--- src/rtl/ssd_scan_driver.sv ---
// Four-digit multiplexed seven-segment scan driver.
// A prescaler paces one digit slot per REFRESH_DIV clocks. The digit index walks 0..3, and a
// full walk is one frame. New symbol codes are held in a pending register and reach the
// displayed shadow copy only at a frame boundary, so a frame never mixes old and new digits.
// Selected digits can blink with a half-period of BLINK_FRAMES frames.
module ssd_scan_driver #(
    parameter int unsigned REFRESH_DIV  = 50000,
    parameter int unsigned BLINK_FRAMES = 64
) (
    input  logic        clk_in,
    input  logic        rst,
    input  logic [19:0] ssd,
    input  logic        load,
    input  logic [3:0]  blink_en,
    output logic [3:0]  AN,
    output logic [6:0]  seven_out,
    output logic        frame_done,
    output logic        pending
);

    localparam int unsigned PresW  = $clog2(REFRESH_DIV);
    localparam int unsigned BlinkW = (BLINK_FRAMES > 1) ? $clog2(BLINK_FRAMES) : 1;

    localparam logic [PresW-1:0]  PresLast  = PresW'(REFRESH_DIV - 1);
    localparam logic [BlinkW-1:0] BlinkLast = BlinkW'(BLINK_FRAMES - 1);

    // Code 16 in every digit position, which decodes to a blank digit.
    localparam logic [19:0] BlankWord = 20'h84210;
    localparam logic [6:0]  SegBlank  = 7'h7F;

    // Active-low segment decode, bit 6 = a ... bit 0 = g.
    function automatic logic [6:0] seg_decode(input logic [4:0] code);
        logic [6:0] seg;
        case (code)
            5'd0:    seg = 7'h01;
            5'd1:    seg = 7'h4F;
            5'd2:    seg = 7'h12;
            5'd3:    seg = 7'h06;
            5'd4:    seg = 7'h4C;
            5'd5:    seg = 7'h24;
            5'd6:    seg = 7'h20;
            5'd7:    seg = 7'h0F;
            5'd8:    seg = 7'h00;
            5'd9:    seg = 7'h04;
            5'd10:   seg = 7'h08;
            5'd11:   seg = 7'h60;
            5'd12:   seg = 7'h31;
            5'd13:   seg = 7'h42;
            5'd14:   seg = 7'h30;
            5'd15:   seg = 7'h38;
            5'd17:   seg = 7'h7E;  // '-'
            5'd18:   seg = 7'h18;  // 'P'
            5'd19:   seg = 7'h6A;  // 'n'
            5'd20:   seg = 7'h62;  // 'o'
            default: seg = SegBlank;
        endcase
        return seg;
    endfunction

    logic [PresW-1:0]  presc_q, presc_d;
    logic [1:0]        idx_q, idx_d;
    logic [19:0]       pend_val_q, pend_val_d;
    logic              pending_q, pending_d;
    logic [19:0]       shadow_q, shadow_d;
    logic [BlinkW-1:0] blink_cnt_q, blink_cnt_d;
    logic              phase_q, phase_d;
    logic [3:0]        blink_q, blink_d;
    logic [3:0]        an_q, an_d;
    logic [6:0]        seg_q, seg_d;
    logic              frame_done_q, frame_done_d;

    logic       slot_end;
    logic       frame_end;
    logic [4:0] cur_code;

    assign slot_end  = (presc_q == PresLast);
    assign frame_end = slot_end && (idx_q == 2'd3);

    // Prescaler and digit index next state.
    always_comb begin
        presc_d = presc_q;
        idx_d   = idx_q;
        if (slot_end) begin
            presc_d = '0;
            idx_d   = idx_q + 2'd1;
        end else begin
            presc_d = presc_q + PresW'(1);
        end
    end

    // Pending/shadow handoff: a load in the boundary cycle bypasses the pending stage.
    always_comb begin
        pend_val_d = pend_val_q;
        pending_d  = pending_q;
        shadow_d   = shadow_q;
        if (load) begin
            pend_val_d = ssd;
        end
        if (frame_end) begin
            pending_d = 1'b0;
            if (load) begin
                shadow_d = ssd;
            end else if (pending_q) begin
                shadow_d = pend_val_q;
            end
        end else if (load) begin
            pending_d = 1'b1;
        end
    end

    // Blink phase counts frame boundaries; blink_en is sampled once per slot.
    always_comb begin
        blink_cnt_d = blink_cnt_q;
        phase_d     = phase_q;
        blink_d     = blink_q;
        if (slot_end) begin
            blink_d = blink_en;
        end
        if (frame_end) begin
            if (blink_cnt_q == BlinkLast) begin
                blink_cnt_d = '0;
                phase_d     = ~phase_q;
            end else begin
                blink_cnt_d = blink_cnt_q + BlinkW'(1);
            end
        end
    end

    // Symbol code of the digit currently being scanned.
    always_comb begin
        cur_code = shadow_q[4:0];
        unique case (idx_q)
            2'd0: cur_code = shadow_q[4:0];
            2'd1: cur_code = shadow_q[9:5];
            2'd2: cur_code = shadow_q[14:10];
            2'd3: cur_code = shadow_q[19:15];
        endcase
    end

    // Output next state; anodes are all off during the first clock of each slot.
    always_comb begin
        an_d         = (presc_q == '0) ? 4'hF : ~(4'b0001 << idx_q);
        seg_d        = (phase_q && blink_q[idx_q]) ? SegBlank : seg_decode(cur_code);
        frame_done_d = frame_end;
    end

    // State and output registers with synchronous active-low reset.
    always_ff @(posedge clk_in) begin
        if (!rst) begin
            presc_q      <= '0;
            idx_q        <= 2'd0;
            pend_val_q   <= BlankWord;
            pending_q    <= 1'b0;
            shadow_q     <= BlankWord;
            blink_cnt_q  <= '0;
            phase_q      <= 1'b0;
            blink_q      <= 4'h0;
            an_q         <= 4'hF;
            seg_q        <= SegBlank;
            frame_done_q <= 1'b0;
        end else begin
            presc_q      <= presc_d;
            idx_q        <= idx_d;
            pend_val_q   <= pend_val_d;
            pending_q    <= pending_d;
            shadow_q     <= shadow_d;
            blink_cnt_q  <= blink_cnt_d;
            phase_q      <= phase_d;
            blink_q      <= blink_d;
            an_q         <= an_d;
            seg_q        <= seg_d;
            frame_done_q <= frame_done_d;
        end
    end

    assign AN         = an_q;
    assign seven_out  = seg_q;
    assign frame_done = frame_done_q;
    assign pending    = pending_q;

endmodule
--- config.mk ---
export PLATFORM = sky130hd
export DESIGN_NAME = ssd_scan_driver
export DESIGN_NICKNAME = d
export VERILOG_FILES = /design/src/rtl/ssd_scan_driver.sv
export SDC_FILE = /design/constraint.sdc
export NUM_CORES = 1
export LEC_CHECK = 0
export ABC_CLOCK_PERIOD_IN_PS = 3970
export CAP_MARGIN = 20
export CELL_PAD_IN_SITES_DETAIL_PLACEMENT = 0
export CELL_PAD_IN_SITES_GLOBAL_PLACEMENT = 1
export CORE_ASPECT_RATIO = 1.5
export CORE_MARGIN = 10
export CORE_UTILIZATION = 46
export CTS_BUF_LIST = sky130_fd_sc_hd__clkbuf_8 sky130_fd_sc_hd__clkbuf_16
export DETAILED_ROUTE_END_ITERATION = 10
export GPL_TIMING_DRIVEN = 0
export MAX_ROUTING_LAYER = met4
export PLACE_DENSITY_LB_ADDON = 0.1
export SYNTH_ARGS = -nofsm -noshare
export SYNTH_HDL_FRONTEND = slang
export SYNTH_SLANG_ARGS = --single-unit
export TNS_END_PERCENT = 5
--- constraint.sdc ---
create_clock -name clk_in -period 3.97 [get_ports clk_in]
set_input_delay 0.794 -clock clk_in [delete_from_list [all_inputs] [get_ports clk_in]]
set_output_delay 0.794 -clock clk_in [all_outputs]
set_load 0.05 [all_outputs]
==> metrics, run 1 <==
outcome finished, final reports clean; Post-Synth Simple-Gate Area 0.224; Crit path arrival time around 3.4 ns; CP Max Fanout 10; Slowest-stage cell, CP a31oi_1; crit-path cells ha_1 -> clkbuf_1 -> a22oi_1 -> a31oi_1 -> inv_1 -> ha_1 -> ha_1 -> a221oi_1 -> o21ai_0; hold wc startpoint shadow_q[2]; wirelength, routed 8440 µm; Iter 0 DRT Violations 180; Final Hold Viols 0; multi-input logic area between 1500 and 2000 µm²; Final HPWL DP about 6400 µm; Max Freq between 0.3 and 0.4 GHz; Final Util 0.580; Bufs on Longest Clock Path 2; row count 39; CTS Buf Count 9; max-slew violations 0; Sink Count between 80 and 90; final period utilization 0.797; fillers 717; Post-CTS Setup Bufs 0; critical path type reg -> reg; die height roughly 130 µm; DIE AREA approximately 12,000 µm²; Via Count between 2,000 and 3,000; largest net degree at the start of global routing 14; syn nets 447; setup total negative slack 0 ns; worst hold path class reg -> reg; WP data required about 4.2 ns; Register Area about 1600 µm²; Power per Cell Area a little over 400 nW/µm²; FF-to-FF Start idx_q[0]; Core Box Area ~7700 µm²; initial antenna violation count 0; Post-Syn Area 3630 µm²; hold buffers post-CTS 0; vias per cell approximately 5.2; RSZ-0062 raised after global routing no; post-synthesis mux area share 0.0928; ratio of cells with drive above 1 in the final layout 0.0507; slew margin rel. 0.482; most frequent CP cell ha_1; count of final setup violators 0; H-tree depth 3; clock skew 0.00638 ns; first-pass GRT wire length about 14,000 µm; Post-Synth Adder-Cell Area 0.0621; leakage power approximately 1.8 nW; Synth warnings 0; Global Route Usage Sum 0.152; GPL Wtd Cong a little over 0.9; die outline width around 92 µm; Seq cells post-synth 82; Worst setup SP type flop; Max stage delay on crit path 0.56 ns; cts repair resizes 0; Syn Area/Cell about 9.0 µm²; crit path from idx_q[0]; Max-cap violations 0; drt drc 0; post-layout min period ~3.2 ns; xor-xnor portion of the synthesized cell area 0.0411; drt wl/cell 15.2 µm; Clock Latency Late Sink about 0.33 ns; Power, Total between 1.5 and 2 mW; CTS tree done; initial core utilization 0.473; Synth Area in Compound Gates 0.0914; number of global-route vias before repair between 2,000 and 3,000; slew at the pin closest to its max-slew limit 0.777 ns; # placed instances 541; Area Overhead vs Synth 22.5%; Clock Tree Root clkbuf_16; # diodes 0; Routed Antenna Nets 0; hold_ws 0.451 ns; Detailed Routing Iterations Pass 1 5; register area share after synthesis 0.453; Final Non-Filler Cells roughly 560; top-level port count 40; Critical Path End Type flop; Worst VDD drop 0.000253 V; post-synthesis cell count 402; grt ovf 0; Netlist cell types 44; clock slew at reported path FFs about 0.060 ns; largest family of logic cells by synthesized area simple AND/OR/NAND/NOR gates; fin nets approximately 500; IO Port Bufs 37
## where the power goes
group | total [mW] | internal (mW) | switching [mW]
combinational | 0.0892 | 0.0434 | 0.0458
clock | 0.885 | 0.563 | 0.322
sequential | 0.846 | 0.839 | 0.00699
## layout by cell type (no fill, tap or decap), drive strengths merged, types with 3 or more instances in the layout
cell,n
clkinv,4
nor2,52
clkdlybuf4s50,37
inv,15
nand4,7
buf,7
nand2,42
nor3,6
nand2b,17
xnor2,10
nand3,27
mux2,3
or3,3
and3,3
a222oi,3
xor2,7
ha,18
nor4,4
o21ai,12
a31oi,7
a21oi,12
o21a,4
dfxtp,82
mux2i,28
clkbuf,21
a22oi,3
## per-stage QoR
step	setup slack [ns]	instance area, µm²
floorplan	1.47	3630
global placement	0.767	4120
detailed placement	0.782	4120
CTS	0.751	4440
global route	0.457	4440
finish	0.806	4440
## logic make-up after synthesis
logic type | count (synthesis)
and+or+nand+nor | 168
buffers and inverters | 34
DFF | 82
muxes | 32
adders and majority gates | 18
xor gates and xnor gates | 17
AOI/OAI and AO/OA | 51
## registers in the layout, summed over array words and instances, names as in the netlist
name         count
shadow_q        20
blink_q          4
idx_q            2
AN               4
pend_val_q      20
phase_q          1
frame_done       1
pending          1
presc_q         16
blink_cnt_q      6
seven_out        7
## layer usage
| layer | share of wire | GRT usage |
|---|---|---|
| met3 | 0.038 | 0.0343 |
| met1 | 0.40 | 0.149 |
| met5 | 0 | - |
| met2 | 0.55 | 0.278 |
| met4 | 0.017 | 0.0674 |
## cell type report
cell class	count	share of cell area
inverter	16	0.0135
sequential	82	0.370
clock inverter	5	0.0177
multi-input combinational	286	0.418
clock buffer	10	0.0538
tap	102	0.0287
timing repair buffer	37	0.0834
buffer	18	0.0155
## final timing paths
check,endpoint,slack [ns],depth (start not counted)
worst max-delay path,seven_out[0],0.81,9
worst min-delay path,shadow_q[2],0.45,2
worst max register to register,seven_out[0],0.81,9
worst min register to register,shadow_q[2],0.45,2
## critical path: cells and delay by family, from the launching register on
| kind | cells | cell delay, ns |
|---|---|---|
| fa+ha+maj | 3 | 0.79 |
| flops | 1 | 0.41 |
| buf+inv | 2 | 0.68 |
| compound gates | 4 | 1.14 |
## synth_stat cells, drive strengths merged
cell type | count | area share
o221ai | 1 | 0.0024
o2111ai | 1 | 0.0024
and4 | 1 | 0.0024
o31ai | 2 | 0.0041
o311a | 1 | 0.0028
nor2 | 52 | 0.054
nor2b | 1 | 0.0017
a222oi | 3 | 0.0083
a22o | 1 | 0.0024
and2 | 2 | 0.0035
xnor2 | 10 | 0.024
nand2 | 42 | 0.043
nor3 | 6 | 0.0083
a21oi | 12 | 0.017
nor4b | 1 | 0.0024
a31oi | 7 | 0.012
nand3 | 27 | 0.041
inv | 15 | 0.016
xor2 | 7 | 0.017
mux4 | 1 | 0.0062
o22ai | 1 | 0.0017
clkbuf | 11 | 0.011
clkinv | 1 | 0.0010
a211o | 1 | 0.0024
o211a | 1 | 0.0028
o21a | 4 | 0.0083
and3 | 3 | 0.0052
a221oi | 1 | 0.0024
mux2i | 28 | 0.077
nor4 | 4 | 0.011
or3 | 3 | 0.0052
dfxtp | 82 | 0.45
nand2b | 17 | 0.029
nand4 | 7 | 0.012
mux2 | 3 | 0.0093
or4 | 2 | 0.0052
o21ai | 12 | 0.017
buf | 7 | 0.0076
ha | 18 | 0.062
a22oi | 3 | 0.0062
Power figures use the tool's default switching activity.
==> inputs of run 2 (changes only) <==
- ABC_CLOCK_PERIOD_IN_PS: 3970 -> 2900
- CORE_UTILIZATION: 46 -> 38
- clock period: 3.97 -> 2.9 ns (I/O delays scaled with it)
==> run 2 against run 1 <==
Compared with the run above:
- maximum frequency increased by 18%
- non-clock buffer count decreased by 1
- design area increased by 0.85%
- die area increased by 17%
- combinational power increased by 38%
- critical path depth unchanged
- sequential share of layout area decreased by 0.31 points
- critical endpoint unchanged
==> metrics, run 2 (same netlist as run 1, synthesis figures left out) <==
outcome finished, final reports clean (unchanged); vias per cell 5.03 (was 5.24); die outline width 99.8 µm (was 92.5 µm); clock slew at reported path FFs 0.06 ns (about the same); Max-cap violations 0 (unchanged); critical path type reg -> reg (unchanged); Routed Antenna Nets 0 (unchanged); Sink Count 82 (unchanged); CTS Buf Count 9 (unchanged); FF-to-FF End seven_out[0] (unchanged); drt wl/cell 15.4 µm (was 15.2 µm); Area Overhead vs Synth 23.5% (was 22.5%); Clock Latency Late Sink 0.34 ns (was 0.33 ns); Final HPWL DP 6550 µm (was 6390 µm); Clk pwr share 0.487 (was 0.486); first-pass GRT wire length 14,700 µm (was 14,000 µm); Via Count 2,849 (was 2,913); Final Hold Viols 0 (unchanged); Iter 0 DRT Violations 126 (was 180); part of the power in registers 0.464 (was 0.465); Top Registers pend_val_q: 20 flops, shadow_q: 20 flops, presc_q: 16 flops (unchanged); Detailed Routing Iterations Pass 1 4 (was 5); Critical Path End Type flop (unchanged); setup ws final 0.228 ns (was 0.806 ns); crit-path cells inv_1 -> ha_1 -> clkinvlp_4 -> a31oi_4 -> inv_1 -> ha_1 -> ha_1 -> a221oi_1 -> o21ai_0 (was ha_1 -> clkbuf_1 -> a22oi_1 -> a31oi_1 -> inv_1 -> ha_1 -> ha_1 -> a221oi_1 -> o21ai_0); drt drc 0 (unchanged); WP data required 3.09 ns (was 4.16 ns); Global Route Usage Sum 0.135 (was 0.152); wirelength, routed 8720 µm (was 8440 µm); switching component of the power 0.521 mW (was 0.374 mW); ratio of cells with drive above 1 in the final layout 0.0617 (was 0.0507); Power, Total 2.50 mW (was 1.82 mW); max-slew violations 0 (unchanged); commonest non-fill, non-tap cell in the layout dfxtp_1 (unchanged); most frequent cells in the layout dfxtp_1 (82), nor2_1 (52), nand2_1 (42), clkdlybuf4s50_1 (37), mux2i_1 (28) (unchanged); Clock Tree Root clkbuf_16 (unchanged); leakage power 1.83 nW (was 1.84 nW); Worst setup SP type flop (unchanged); initial core utilization 0.390 (was 0.473); fin nets 494 (was 495); fillers 946 (was 717); largest net degree at the start of global routing 14 (unchanged); Bufs on Longest Clock Path 2 (unchanged); Power per Cell Area 558 nW/µm² (was 410 nW/µm²); # diodes 0 (unchanged); FF-to-FF Start idx_q[0] (unchanged); Comb pwr share 0.049 (about the same); Max Freq 0.374 GHz (was 0.316 GHz); GPL Wtd Cong 0.822 (was 0.916); DIE AREA 13,900 µm² (was 11,900 µm²); row count 43 (was 39); CP top delay family adder cells (was compound AO/OA/AOI/OAI gates); CP Max Fanout 7 (was 10); post-layout min period 2.67 ns (was 3.16 ns); most frequent CP cell ha_1 (unchanged); setup slack at placement -0.316 ns (was 0.782 ns); top-level port count 40 (unchanged); die height 140 µm (was 129 µm); slew at the pin closest to its max-slew limit 0.791 ns (was 0.777 ns); Critical path buffers and inverters 3 (was 2); hold buffers post-CTS 0 (unchanged); IO Port Bufs 37 (unchanged); initial antenna violation count 0 (unchanged); Register-to-Register Path Depth 9 (unchanged); Crit path arrival time 2.86 ns (was 3.36 ns); slew margin rel. 0.473 (was 0.482); number of global-route vias before repair 2,907 (was 2,886); Worst VDD drop 0.000364 V (was 0.000253 V); grt ovf 0 (unchanged); clock skew 0.00603 ns (was 0.00638 ns); count of final setup violators 0 (unchanged); flop-to-flop setup slack 0.23 ns (was 0.81 ns); Min-Delay Endpoint shadow_q[2] (unchanged); H-tree depth 3 (unchanged); Final Util 0.481 (was 0.580); Hold Path Depth 2 (unchanged); final period utilization 0.921 (was 0.797); worst hold path class reg -> reg (unchanged); Int Power 1.98 mW (was 1.45 mW); hold wc startpoint shadow_q[2] (unchanged); Sw Ratio 0.208 (was 0.206); Slowest-stage cell, CP dfxtp_1 (was a31oi_1); Post-CTS Setup Bufs 0 (unchanged); CTS tree done (unchanged); Core Box Area 9310 µm² (was 7660 µm²); Max stage delay on crit path 0.36 ns (was 0.56 ns)
==> run 2: worst max-delay path by stage <==
stage             start           end  slack [ns]  depth (start not counted)
4_1_cts        idx_q[0]  seven_out[0]        0.02                          9
2_1_floorplan  idx_q[0]  seven_out[0]        0.40                          9
6_report       idx_q[0]  seven_out[0]        0.23                          9
3_3_place_gp   idx_q[0]  seven_out[0]       -0.34                          9
5_1_grt        idx_q[0]  seven_out[0]      -0.002                          9
3_5_place_dp   idx_q[0]  seven_out[0]       -0.32                          9
==> run 2: tightest hold or removal path: cells and delay by family, from the launching register on <==
kind | cells | cell delay, ns
flops | 1 | 0.31
simple gates | 2 | 0.10
==> run 2: what timing repair did <==
action | CTS | global route
resized for setup | 2 | 6
pin swaps | 0 | 0
endpoints found under the setup margin | 2 | 2
==> run 2: metal layers <==
layer | global-route usage | part of all wire
met4 | 0.0583 | 0.018
met5 | - | 0
met2 | 0.231 | 0.54
met3 | 0.0391 | 0.043
met1 | 0.140 | 0.40
==> run 2: power by group through the flow <==
stage / clock (mW) / combinational (mW) / sequential, mW
global route: 1.30 / 0.136 / 1.16
global placement: 0 / 0.124 / 1.18
detailed placement: 0 / 0.125 / 1.18
CTS: 1.25 / 0.126 / 1.16
finish: 1.22 / 0.123 / 1.16
floorplan: 0 / 0.0585 / 1.19
==> run 2: cell type report <==
| cell class | count | area [µm²] | area share |
|---|---|---|---|
| Buffer | 17 | 66.3 | 0.0148 |
| Timing Repair Buffer | 37 | 370 | 0.0827 |
| Multi-Input combinational cell | 286 | 1880 | 0.419 |
| Tap cell | 112 | 140 | 0.0313 |
| Sequential cell | 82 | 1640 | 0.366 |
| Clock inverter | 6 | 81.3 | 0.0182 |
| Clock buffer | 10 | 239 | 0.0534 |
| Inverter | 16 | 63.8 | 0.0142 |
==> run 2: through the flow <==
stage                     hold slack [ns]  TNS (ns)  std cells  cell area (µm²)
after floorplan                     0.426         0        402             3630
after global placement              0.437    -0.488        551             4140
after detailed placement            0.440    -0.457        551             4140
after CTS                           0.448         0        566             4460
after global routing                0.476  -0.00157        566             4480
final                               0.450         0        566             4480
==> variant 1 (config.mk and constraints of run 1) <==
Change the parameter `REFRESH_DIV` from 50000 to 100000.
--- a/src/rtl/ssd_scan_driver.sv
+++ b/src/rtl/ssd_scan_driver.sv
@@ -4,7 +4,7 @@
 // displayed shadow copy only at a frame boundary, so a frame never mixes old and new digits.
 // Selected digits can blink with a half-period of BLINK_FRAMES frames.
 module ssd_scan_driver #(
-    parameter int unsigned REFRESH_DIV  = 50000,
+    parameter int unsigned REFRESH_DIV  = 100000,
     parameter int unsigned BLINK_FRAMES = 64
 ) (
     input  logic        clk_in,
Behaviour: no difference found for any inputs over 10 cycles, from zero or initial values and one cycle with rst low; that may be too few to reach the edited logic, so the function may still have changed.
==> variant 1 against run 1 <==
Setup slack better by 420 ps; sequential share of layout area is 0.51 points lower; final area is 2.6% higher; sequential cell count is 1 higher; core utilization is 1.0 points lower; synthesized area is 3.5% higher; non-clock buffer count is 2 higher; combinational power is 4.5% higher; routed wire length is 3.6% lower; power is 2.6% lower; critical path type unchanged.
==> variant 1: results (changes against run 1) <==
Final #Nets=505 (+2.0%); post-DP HPWL=5940 um (-7.0%); DR vias/cell=5.11 (-2.5%); cell leakage power=1.84 nW (about the same); DR iter-0 viols=150 (-17%); met3 WL=267 um (-17%); Adder-Cell Fraction of Synth Area=0.0600 (-0.00209); Total GRT Usage=0.147 (-0.00499); xor/xnor share of the synthesized area=0.0443 (+0.00329); fin crit share=0.692 (-0.105); first-pass GRT wire length=13800 um (-1.2%); met2 wire len=4160 um (-9.6%); Worst Path Max Fanout=6 (-4); top flop regs=pend_val_q (20), shadow_q (20), presc_q (17); filler cell count=776 (+8.2%); WHS=450 ps (-0.458 ps); clock group share of total power=0.465 (-0.021); I/O Buffers=38 (+2.7%); M2 GR Usage=0.248 (-0.0290); Sequential Power Share=0.482 (+0.017); Syn Nets=456 (+2.0%); met1 Use GR=0.159 (+0.0101); Final GP Congestion=0.802 (-12%); M1 WL=3530 um (+4.8%); ys async rst share=0 (unchanged); Clock Skew=6.24 ps (-0.143 ps); post-cts gate resize count=0 (unchanged); mux cell area share after synthesis=0.0790 (-0.0138); sequential fraction of the synthesis area=0.443 (-0.00991); top post-synthesis cells by count=dfxtp_1 (83), nand2_1 (55), nor2_1 (27), nand3_1 (26), mux2i_1 (24); switching share of power=0.213 (+0.00709); DR pass1 iterations=4 (-1); status=finished, final reports clean; Distinct cells, synth=46 (+4.5%); Post-Route WL=8130 um (-3.6%); worst vdd ir=0.275 mV (+8.9%); met3 Use GR=0.0308 (-0.00350); layout cells sized above 1=0.0624 (+0.0117); Crit path arrival time=2980 ps (-380 ps); final hold violations=0 (unchanged); Synth area leaders=dfxtp_1 (44%), mux2i_1 (6.4%), ha_1 (6.0%); vias in the first global route=2919 (+1.1%); Synth Area in Compound Gates=0.0917 (+0.000255)
[variant 1: area by class of cell]
cell class	instances	area share
repair buffers	38	0.0834
clock buffers	10	0.0524
flip-flops and latches	83	0.364
well taps	105	0.0288
plain buffers	19	0.0162
clock inverters	6	0.0123
inverters	19	0.0156
multi-input cells	290	0.427
[variant 1: kinds of logic (layout without fill, tap and decap cells)]
| family | count (synthesis) | count (layout) |
|---|---|---|
| DFF | 83 | 83 |
| xor gates and xnor gates | 19 | 19 |
| and+or+nand+nor | 178 | 178 |
| buffers and inverters | 38 | 92 |
| AOI/OAI and AO/OA | 47 | 47 |
| adders and majority gates | 18 | 18 |
| muxes | 28 | 28 |
[variant 1: worst max-delay path: stages (launching register included)]
cell and delay [ps]:
dfxtp_1 360, inv_1 130, ha_1 160, clkbuf_1 320
mux2i_1 590, inv_1 220, ha_1 330, ha_1 200
nand2_1 50, o21ai_0 100, o22a_1 180
[variant 1: path summary, 6_finish.rpt]
check                                         startpoint                        to  depth (start not counted)
worst max-delay path               idx_q[0]$_SDFFE_PN0N_   seven_out[0]$_SDFF_PP1_                         10
worst max register to register     idx_q[0]$_SDFFE_PN0N_   seven_out[0]$_SDFF_PP1_                         10
worst min-delay path            shadow_q[2]$_SDFFE_PN0P_  shadow_q[2]$_SDFFE_PN0P_                          2
worst min register to register  shadow_q[2]$_SDFFE_PN0P_  shadow_q[2]$_SDFFE_PN0P_                          2
[variant 1: stage by stage]
stage          utilization  cells  total power [mW]  cell area (um^2)
2_1_floorplan            -    411             0.925              3750
3_3_place_gp         0.533    554             0.967              4260
3_5_place_dp         0.533    554             0.968              4260
4_1_cts              0.569    570              1.79              4560
5_1_grt              0.569    570              1.84              4560
6_report             0.569    570              1.77              4560
==> variant 2 (flow settings as in run 1) <==
Without the edit above. Reset style: asynchronous (`rst`), changed in one clocked block. Comments in the files are not updated.
--- a/src/rtl/ssd_scan_driver.sv
+++ b/src/rtl/ssd_scan_driver.sv
@@ -145,7 +145,7 @@
     end
 
     // State and output registers with synchronous active-low reset.
-    always_ff @(posedge clk_in) begin
+    always_ff @(posedge clk_in or negedge rst) begin
         if (!rst) begin
             presc_q      <= '0;
             idx_q        <= 2'd0;
Function: differs if rst is asserted again (counterexample within 4 cycles, from zero or initial values and one cycle with rst low); with rst held inactive, the same outputs for 10 cycles.
==> variant 2 against run 1 <==
Synthesized area is 7.0% higher; setup slack better by 64 ps; routed wire length is 4.0% lower; die area grew 5.7%; combinational power down 10%; synthesized cell count is 22% lower; cell count decreased by 14%; highest routed layer unchanged; sequential cell count stayed put; clock power is 1% higher; final area is 7.1% higher; critical path depth did not move; power rose by 1.2%; largest cell class is now sequential cells.
==> variant 2: results (changes against run 1) <==
Max stage delay cell, worst path=mux2i_1; Distinct cells, synth=50 (+14%); vias in the first global route=2746 (-4.9%); R2R Setup Slk=870 ps (+60 ps); vias=2515 (-14%); pin count of the biggest net entering global routing=73 (+59); xor/xnor share of the synthesized area=0.0406 (-0.000431); Synth Area in Compound Gates=0.0651 (-0.0263); Final GP Congestion=0.834 (-8.9%); H-tree levels=3 (unchanged); Adder-Cell Fraction of Synth Area=0.0580 (-0.00407); I/O Buffers=39 (+5.4%); first-pass GRT wire length=13500 um (-3.6%); r2r endpoint=seven_out[0]$_DFF_PN1_; Clock transition at path regs=60 ps (about the same); top post-synthesis cells by count=dfrtp_1 (63), mux2_2 (31), nand2_1 (23), mux2_1 (20); Slew @ Worst Pin=654 ps (-123 ps); worst slack, placed=880 ps (+97.0 ps); sequential fraction of the synthesis area=0.535 (+0.0823); Total GRT Usage=0.141 (-0.0104); placed instance area=4430 um^2 (+7.4%); Tmin final=3100 ps (-63.6 ps); average routed wire per standard cell=16.9 um (+12%); layout cells sized above 1=0.216 (+0.165); DR pass1 iterations=6 (+1); Clk power=0.897 mW (+1%); post-DP HPWL=5880 um (-8.0%); Post-Synthesis Cells=315 (-22%); Placed Cells=462 (-15%); internal power=1.47 mW (+1.8%); ys async rst share=1.00 (+1.00); Critical R2R Launch=idx_q[0]$_DFFE_PN0N_; status=finished, final reports clean; ys flop type=dfrtp_1; DR iter-0 viols=164 (-8.9%); cell leakage power=2.17 nW (+18%); P per Cell Area=387 nW/um^2 (-5.6%); Comb. pwr=0.0800 mW (-10%); filler cell count=739 (+3.1%); worst vdd ir=0.251 mV (-0.81%); Crit path arrival time=3340 ps (-20 ps); Final Non-Filler Cells=478 (-14%); Clock Skew=6.10 ps (-0.285 ps); mux cell area share after synthesis=0.164 (+0.0713)
## variant 2: metal layers
metal | GRT usage | wire length (um) | vias to the layer above
li1 | - | - | 1214
met5 | - | 0 | -
met4 | 0.0584 | 151 | 0
met3 | 0.0368 | 309 | 14
met1 | 0.149 | 3200 | 1241
met2 | 0.242 | 4440 | 46
## variant 2: cell type report
class	instances	area [um^2]	share of cell area
timing repair buffer	40	415	0.0873
buffer	10	62.6	0.0131
sequential	82	2080	0.436
inverter	14	52.6	0.0110
multi-input combinational	209	1690	0.355
tap	107	134	0.0281
clock buffer	10	239	0.0502
clock inverter	6	90.1	0.0189
## variant 2: worst max-delay path, delay by kind of cell, from the launching register on
kind | cells | cell delay, ps
flops | 1 | 430
buf+inv | 3 | 790
mux | 1 | 580
fa+ha+maj | 3 | 750
compound gates | 2 | 460
## variant 2: cell families (layout without fill, tap and decap cells)
| group | after synthesis | count (layout) |
|---|---|---|
| fa+ha+maj | 18 | 18 |
| flops | 82 | 82 |
| xor+xnor | 18 | 18 |
| buf+inv | 24 | 80 |
| mux | 56 | 56 |
| simple gates | 81 | 81 |
| compound gates | 36 | 36 |
## variant 2: how the worst max path moves through the flow
stage,start,to,cells past startpoint
3_3_place_gp,rst,presc_q[5]$_DFF_PN0_,1
6_report,idx_q[0]$_DFFE_PN0N_,seven_out[0]$_DFF_PN1_,9
3_5_place_dp,idx_q[0]$_DFFE_PN0N_,seven_out[0]$_DFF_PN1_,9
5_1_grt,idx_q[0]$_DFFE_PN0N_,seven_out[0]$_DFF_PN1_,9
2_1_floorplan,idx_q[0]$_DFFE_PN0N_,seven_out[0]$_DFF_PN1_,9
4_1_cts,idx_q[0]$_DFFE_PN0N_,seven_out[0]$_DFF_PN1_,9
